### src/rtl/shift_add_mult.sv
// Sequential unsigned shift-and-add multiplier: one partial-product step per clock,
// N iterations per operation, with a one-cycle done pulse and a held product register.
module shift_add_mult #(
  parameter int unsigned N = 8
) (
  input  logic           clk,
  input  logic           rst,
  input  logic           start,
  input  logic [N-1:0]   A,
  input  logic [N-1:0]   B,
  output logic [2*N-1:0] P,
  output logic           busy,
  output logic           done
);

  localparam int unsigned PW = 2 * N;
  localparam int unsigned CW = $clog2(N + 1);

  typedef enum logic [1:0] {
    ST_IDLE = 2'd0,
    ST_RUN  = 2'd1,
    ST_DONE = 2'd2
  } state_e;

  state_e          state_q, state_d;
  logic [N-1:0]    mcand_q, mcand_d;
  logic [PW-1:0]   acc_q, acc_d;
  logic [CW-1:0]   cnt_q, cnt_d;
  logic [PW-1:0]   p_q, p_d;
  logic            busy_q, busy_d;
  logic            done_q, done_d;

  // Upper-half add with carry-out kept as the (N+1)th bit so the shift loses nothing.
  logic [N:0]      addend_c;
  logic [N:0]      sum_c;
  logic [PW-1:0]   acc_step_c;

  always_comb begin
    addend_c   = acc_q[0] ? {1'b0, mcand_q} : '0;
    sum_c      = {1'b0, acc_q[PW-1:N]} + addend_c;
    acc_step_c = {sum_c, acc_q[N-1:1]};
  end

  // Next-state, datapath and registered-output decode.
  always_comb begin
    state_d = state_q;
    mcand_d = mcand_q;
    acc_d   = acc_q;
    cnt_d   = cnt_q;
    p_d     = p_q;

    unique case (state_q)
      ST_IDLE: begin
        if (start) begin
          state_d = ST_RUN;
          mcand_d = A;
          acc_d   = {{N{1'b0}}, B};
          cnt_d   = CW'(N);
        end
      end

      ST_RUN: begin
        acc_d = acc_step_c;
        if (cnt_q != '0) begin
          cnt_d = cnt_q - CW'(1);
        end
        if (cnt_q == CW'(1)) begin
          state_d = ST_DONE;
          p_d     = acc_step_c;
        end
      end

      ST_DONE: begin
        if (start) begin
          state_d = ST_RUN;
          mcand_d = A;
          acc_d   = {{N{1'b0}}, B};
          cnt_d   = CW'(N);
        end else begin
          state_d = ST_IDLE;
        end
      end

      default: begin
        state_d = ST_IDLE;
      end
    endcase

    busy_d = (state_d == ST_RUN);
    done_d = (state_d == ST_DONE);
  end

  // State and datapath registers; reset wins over everything.
  always_ff @(posedge clk) begin
    if (rst) begin
      state_q <= ST_IDLE;
      mcand_q <= '0;
      acc_q   <= '0;
      cnt_q   <= '0;
      p_q     <= '0;
      busy_q  <= 1'b0;
      done_q  <= 1'b0;
    end else begin
      state_q <= state_d;
      mcand_q <= mcand_d;
      acc_q   <= acc_d;
      cnt_q   <= cnt_d;
      p_q     <= p_d;
      busy_q  <= busy_d;
      done_q  <= done_d;
    end
  end

  assign P    = p_q;
  assign busy = busy_q;
  assign done = done_q;

endmodule

### config.mk
export PLATFORM = sky130hd
export DESIGN_NAME = shift_add_mult
export DESIGN_NICKNAME = d
export VERILOG_FILES = /design/src/rtl/shift_add_mult.sv
export SDC_FILE = /design/constraint.sdc
export NUM_CORES = 1
export LEC_CHECK = 0
export ABC_AREA = 1
export BUFFER_PORTS_ARGS = -buffer_cell sky130_fd_sc_hd__buf_2
export CORE_MARGIN = 5
export CORE_UTILIZATION = 55
export CTS_CLUSTER_DIAMETER = 40
export DETAILED_ROUTE_END_ITERATION = 8
export PLACE_DENSITY = 0.78
export SYNTH_ARGS = -nofsm -noshare
export SYNTH_HDL_FRONTEND = slang
export SYNTH_SLANG_ARGS = --single-unit
### constraint.sdc
create_clock -name clk -period 5.2 [get_ports clk]
set_input_delay 0.26 -clock clk [delete_from_list [all_inputs] [get_ports clk]]
set_output_delay 0.26 -clock clk [all_outputs]
set_load 0.01 [all_outputs]
==> results of run 1 <==
-- kinds of logic (layout without fill, tap and decap cells) --
logic type,after synthesis,after routing,synth area share [%]
AO/OA/AOI/OAI,57,57,13.4
XOR/XNOR,3,3,1.17
flip-flops,48,48,42.8
buffers and inverters,49,82,9.03
AND/OR/NAND/NOR,149,149,27.1
adder cells (fa/ha/maj),11,11,6.47
-- routing by layer --
metal / share of wire [%] / track usage [%] / wire length, microns / vias to the layer above
met5: 0 / 0 / 0 / -
met1: 49 / 24.2 / 2240 / 854
li1: - / - / - / 1068
met4: 2.1 / 8.25 / 93 / 0
met3: 5.5 / 4.24 / 250 / 10
met2: 43 / 28.3 / 1950 / 38
-- synthesized netlist by cell type, drive strengths merged --
| master | n |
|---|---|
| nand2 | 78 |
| a21oi | 17 |
| nand3b | 1 |
| ha | 10 |
| nor3 | 3 |
| nor2 | 53 |
| or2 | 1 |
| fa | 1 |
| o211ai | 1 |
| inv | 38 |
| clkbuf | 7 |
| o21ai | 30 |
| xor2 | 3 |
| a211oi | 1 |
| dfxtp | 48 |
| nand3 | 13 |
| buf | 4 |
| a31oi | 8 |
-- critical path: stages, from the launching register on --
cell,delay [ns]
dfxtp_1,0.38
nand2_1,0.08
inv_1,0.04
ha_1,0.20
fa_1,0.41
nand2_1,0.09
nand2_1,0.06
nand3_1,0.08
nand2_1,0.07
nand2_1,0.06
nand2_1,0.06
o21ai_1,0.12
inv_1,0.04
-- state kept, by name (all words and copies together), names as in the netlist --
register,cells
cnt_q,4
acc_q,16
state_q,2
mcand_q,8
P,16
busy,1
done,1
-- path summary, 6_finish.rpt --
check | endpoint | depth (start not counted) | start | slack (ns)
max | P[15]$_SDFFE_PP0P_ | 12 | acc_q[0]$_SDFFE_PP0P_ | 3.39
min | mcand_q[2]$_SDFFE_PP0P_ | 3 | A[2] | 0.20
max reg2reg | P[15]$_SDFFE_PP0P_ | 12 | acc_q[0]$_SDFFE_PP0P_ | 3.39
min reg2reg | cnt_q[1]$_SDFFE_PP0P_ | 2 | cnt_q[1]$_SDFFE_PP0P_ | 0.47
-- metrics by stage --
stage | power (mW) | setup WS (ns) | cell area (sq um) | std cells | hold WS (ns)
CTS | 0.836 | 3.38 | 2540 | 400 | 0.194
floorplan | 0.533 | 3.43 | 2240 | 317 | 0.420
global route | 0.872 | 3.14 | 2540 | 400 | 0.209
detailed placement | 0.570 | 3.40 | 2430 | 392 | 0.458
global placement | 0.565 | 3.45 | 2430 | 392 | 0.457
finish | 0.828 | 3.39 | 2540 | 400 | 0.205
-- where the power goes --
group	internal [mW]	total [mW]	switching, mW
Combinational	0.0510	0.142	0.0908
Sequential	0.398	0.419	0.0211
Clock	0.143	0.267	0.124
-- cell type report --
class | instances | area [sq um] | area share [%]
Multi-Input combinational cell | 220 | 1080 | 42.6
Timing Repair Buffer | 36 | 180 | 7.10
Inverter | 38 | 145 | 5.72
Tap cell | 50 | 62.6 | 2.47
Clock buffer | 6 | 72.6 | 2.86
Sequential cell | 48 | 961 | 37.9
Clock inverter | 2 | 35.0 | 1.38
==> summary.txt, run 1 <==
Die
  • Placement row count: 23
  • Total die area: 5460 sq um
  • Die X: 73.9 microns
  • Core Box Area: 3970 sq um
  • Starting density of the core: 56.5%
  • Die Ht: 73.9 microns
  • I/O pin count: 37

Placement
  • Placer Congestion: ~0.83
  • DPL Wire Length: 3270 microns
  • PortBufs: 36

Synthesis
  • Number of distinct library cells after synthesis: 25
  • Number of synthesized register bits: 48
  • Most area-hungry cell type in the Yosys netlist: dfxtp_1
  • Synth Instances: 317
  • Area of the mapped netlist: around 2200 sq um
  • Sequential share of the synthesized area: 42.8%
  • Mapped Nets: 347
  • Top area cells in the synthesized netlist: dfxtp_1, nand2_1, nor2_1, o21ai_0, inv_1
  • Synth warn: 0
  • Synthesized area per cell: 7.08 sq um
  • Area share of the leading cell type in the synthesized netlist: between 40% and 50%

Route
  • Total via count after detailed routing: slightly below 2,000
  • Post-detailed-routing wire length: 4530 microns
  • Violation count after the first detailed-routing iteration: 103
  • Vias per cell: 4.93
  • Average routed wire per standard cell: 11.3 microns
  • First-pass iteration count of the detailed router: 4
  • DR DRC count: 0
  • Number of nets with antenna violations after detailed routing: 0

Finish
  • Number of antenna cells inserted: 0
  • Most common cell after layout, fill and taps aside: nand2_1
  • Highest-count cells in the layout ignoring fill and taps: nand2_1, nor2_1, dfxtp_1
  • Number of fillers in the final layout: 374
  • Synthesis-to-layout area growth: 13.1%
  • Share of final-layout standard cells stronger than drive strength 1: 15.1%
  • Core occupancy in the finished layout: 63.9%
  • Number of nets in the finished design: 379

STA
  • Period utilization: 34.7%
  • Final worst clock skew: approximately 0.01 ns
  • Final critical path time including I/O delays and setup: 1.81 ns
  • Max transition margin: 56.4%
  • Final count of pins violating max slew: 0
  • Unrepaired setup endpoints after global routing: no
  • Upper clock frequency limit: 554 MHz
  • Accumulated negative setup slack: 0 ns
  • Number of setup violations in the final report: 0
  • Transition time of the tightest slew-check pin: 0.653 ns
  • Final hold violation count: 0

CTS
  • Clock transition at the registers of the reported paths: ~0.080 ns
  • Worst-Skew Late Latency: between 0.3 and 0.4 ns
  • Number of sinks handled by clock tree synthesis: 48
  • Clock tree from TritonCTS: done
  • Root buffer cell: clkbuf_8
  • Post-CTS repair timing setup buffer count: 0
  • Maximum clock path buffer count: 2
  • Num CTS Buffers: 5
  • Post-cts repair resize count: 0
  • Post-cts hold buffer count: 0
  • H-tree depth: 2

Critical path
  • Required arrival time at the worst endpoint: roughly 5.4 ns
  • Type of destination of the critical path: flop
  • Crit path arrival time: 2.01 ns
  • WS Path Type: flop to flop
  • Element type at the critical path start: flop
  • Crit path max fanout: 9

Pwr
  • IR Drop Worst-Case VDD: 0.167 mV
  • Power per standard cell area: 326 nW/um^2
  • Leakage: 1.31 nW

Status
  • Status: finished clean

GRT
  • Antenna violations before repair: 0
  • First-pass GRT wire length: 7730 microns
  • Number of global-route vias before repair: 1,773
  • Largest net degree at the start of global routing: 29
  • Overflow after GRT: 0
  • GRT Total Usage: roughly 18%

Run
  • Number of maximum-capacitance violations: 0

Worst hold path
  • Worst min-delay path category: primary input to flop
Power figures use the tool's default switching activity.
==> inputs of run 2 (changes only) <==
- clock period: 5.2 -> 1.81 ns (I/O delays scaled with it)
==> run 2 against run 1 <==
Die area stayed put. Maximum frequency grew 7.6%. Clock skew decreased by 0.0037 ns. Utilization is 1.7 points higher.
==> summary.txt, run 2 (same netlist as run 1, synthesis figures left out) <==
Status
  • Status: finished clean

Die
  • Die X: 73.9 microns (unchanged)
  • Placement row count: 23 (unchanged)
  • Total die area: 5460 sq um (unchanged)
  • Starting density of the core: 56.5% (unchanged)
  • Core Box Area: 3970 sq um (unchanged)
  • I/O pin count: 37 (unchanged)
  • Die Ht: 73.9 microns (unchanged)

Route
  • First-pass iteration count of the detailed router: 4 (unchanged)
  • Post-detailed-routing wire length: 4840 microns (+6.7%)
  • Total via count after detailed routing: 2,055 (+4.3%)
  • Violation count after the first detailed-routing iteration: 179 (+74%)
  • Average routed wire per standard cell: 11.9 microns (+5.4%)
  • Number of nets with antenna violations after detailed routing: 0 (unchanged)
  • DR DRC count: 0 (unchanged)
  • Vias per cell: 5.07 (+3.0%)

Finish
  • Most common cell after layout, fill and taps aside: nand2_1
  • Number of nets in the finished design: 384 (+1.3%)
  • Synthesis-to-layout area growth: 16.1%
  • Area of all placed cells without fillers: 2600 sq um (+2.7%)
  • Number of antenna cells inserted: 0 (unchanged)
  • Core occupancy in the finished layout: 65.6% (+1.7 points)
  • Highest-count cells in the layout ignoring fill and taps: nand2_1, nor2_1, dfxtp_1
  • Share of final-layout standard cells stronger than drive strength 1: 20.6% (+5.4 points)

STA
  • Transition time of the tightest slew-check pin: 0.696 ns (+0.0428 ns)
  • Max transition margin: 53.5% (-2.9 points)
  • Final critical path time including I/O delays and setup: 1.68 ns (-0.127 ns)
  • Final count of pins violating max slew: 0 (unchanged)
  • Accumulated negative setup slack: 0 ns (unchanged)
  • Final hold violation count: 0 (unchanged)
  • Number of setup violations in the final report: 0 (unchanged)
  • Period utilization: 92.7% (+58 points)
  • Upper clock frequency limit: 596 MHz (+7.6%)
  • Final worst clock skew: 0.00655 ns (-0.00369 ns)

CTS
  • Worst-Skew Late Latency: 0.31 ns (about the same)
  • Clock tree from TritonCTS: done
  • Maximum clock path buffer count: 2 (unchanged)
  • Clock transition at the registers of the reported paths: 0.08 ns (about the same)
  • Root buffer cell: clkbuf_8
  • H-tree depth: 2 (unchanged)
  • Post-cts hold buffer count: 0 (unchanged)
  • Number of sinks handled by clock tree synthesis: 48 (unchanged)
  • Num CTS Buffers: 5 (unchanged)

Pwr
  • Leakage: 1.32 nW (+0.73%)
  • IR Drop Worst-Case VDD: 0.652 mV (+290%)
  • Power per standard cell area: 882 nW/um^2 (+170%)

GRT
  • Overflow after GRT: 0 (unchanged)
  • Largest net degree at the start of global routing: 29 (unchanged)
  • GRT Total Usage: 19.2% (+0.90 points)
  • First-pass GRT wire length: 8160 microns (+5.4%)
  • Antenna violations before repair: 0 (unchanged)
  • Number of global-route vias before repair: 1,910 (+7.7%)

Critical path
  • Largest delay contributor family on the critical path: adder cells
  • FF-to-FF path depth: 10 (-2)
  • Most used cell along the critical path: nand2_1
  • Cell count along the critical path: 10 (-2)
  • WS Path Type: flop to flop
  • Required arrival time at the worst endpoint: 2.05 ns (-3.36 ns)
  • Peak per-stage delay on the critical path: 0.37 ns (-0.04 ns)
  • Crit path arrival time: 1.92 ns (-0.09 ns)
  • Element type at the critical path start: flop
  • Critical path's slowest cell: fa_2
  • Type of destination of the critical path: flop
  • Critical path cell sequence: nand2_1 > inv_1 > ha_2 > fa_2 > nand2_2 > nand2_2 > nand2_1 > xor2_1 > nand2_1 > a21oi_1
  • Crit path max fanout: 6 (-3)
  • Buffers plus inverters on the worst setup path: 1 (-1)

Worst hold path
  • Worst Hold Path Cells: 3 (unchanged)
  • Worst min-delay path category: primary input to flop

Placement
  • PortBufs: 36 (unchanged)
  • Placer Congestion: 0.859 (+3.1%)
  • Cell Area, Placed: 2450 sq um (+0.93%)
  • DPL Wire Length: 3420 microns (+4.6%)

Run
  • Number of maximum-capacitance violations: 0 (unchanged)
run 2: where the power goes:
| part | switching, mW | total, mW | leakage [nW] | internal, mW |
|---|---|---|---|---|
| clock network | 0.359 | 0.664 | 0.0510 | 0.305 |
| logic | 0.273 | 0.432 | 0.874 | 0.158 |
| registers | 0.0562 | 1.20 | 0.393 | 1.15 |
run 2: timing repair:
item | in CTS | in global routing
setup endpoints to repair | 0 | 13
resized for setup | 0 | 16
setup buffers | 0 | 2
run 2: cell type report:
| cell class | count | area, sq um |
|---|---|---|
| Timing Repair Buffer | 41 | 215 |
| Tap cell | 50 | 62.6 |
| Clock buffer | 6 | 82.6 |
| Fill cell | 373 | 1370 |
| Clock inverter | 2 | 10.0 |
| Sequential cell | 48 | 965 |
| Multi-Input combinational cell | 220 | 1120 |
| Inverter | 38 | 145 |
run 2: final timing paths:
kind / start / slack (ns) / endpoint
max: acc_q[0]$_SDFFE_PP0P_ / 0.13 / acc_q[11]$_SDFFE_PP0P_
min: A[6] / 0.03 / mcand_q[6]$_SDFFE_PP0P_
max reg2reg: acc_q[0]$_SDFFE_PP0P_ / 0.13 / acc_q[11]$_SDFFE_PP0P_
min reg2reg: P[8]$_SDFFE_PP0P_ / 0.47 / P[8]$_SDFFE_PP0P_
run 2: per-layer routing:
metal	vias to the layer above	global-route usage [%]	wire, microns
met5	-	0	0
met4	0	7.85	76
met3	8	5.20	283
met2	43	31.2	2240
met1	926	24.0	2230
li1	1078	-	-
run 2: stage by stage:
| stage | total power [mW] | hold slack, ns | instances | worst slack, ns |
|---|---|---|---|---|
| after floorplan | 1.53 | 0.251 | 317 | 0.0427 |
| after global placement | 1.63 | 0.339 | 395 | 0.0635 |
| after detailed placement | 1.65 | 0.346 | 395 | 0.0331 |
| after CTS | 2.31 | 0.0242 | 403 | 0.0173 |
| after global routing | 2.43 | 0.0299 | 405 | -0.00890 |
| final | 2.30 | 0.0339 | 405 | 0.132 |
run 2: tightest hold or removal path: cells and delay by family:
kind / cells / cell delay (ns)
compound gates: 1 / 0.07
simple gates: 1 / 0.07
buf+inv: 1 / 0.07
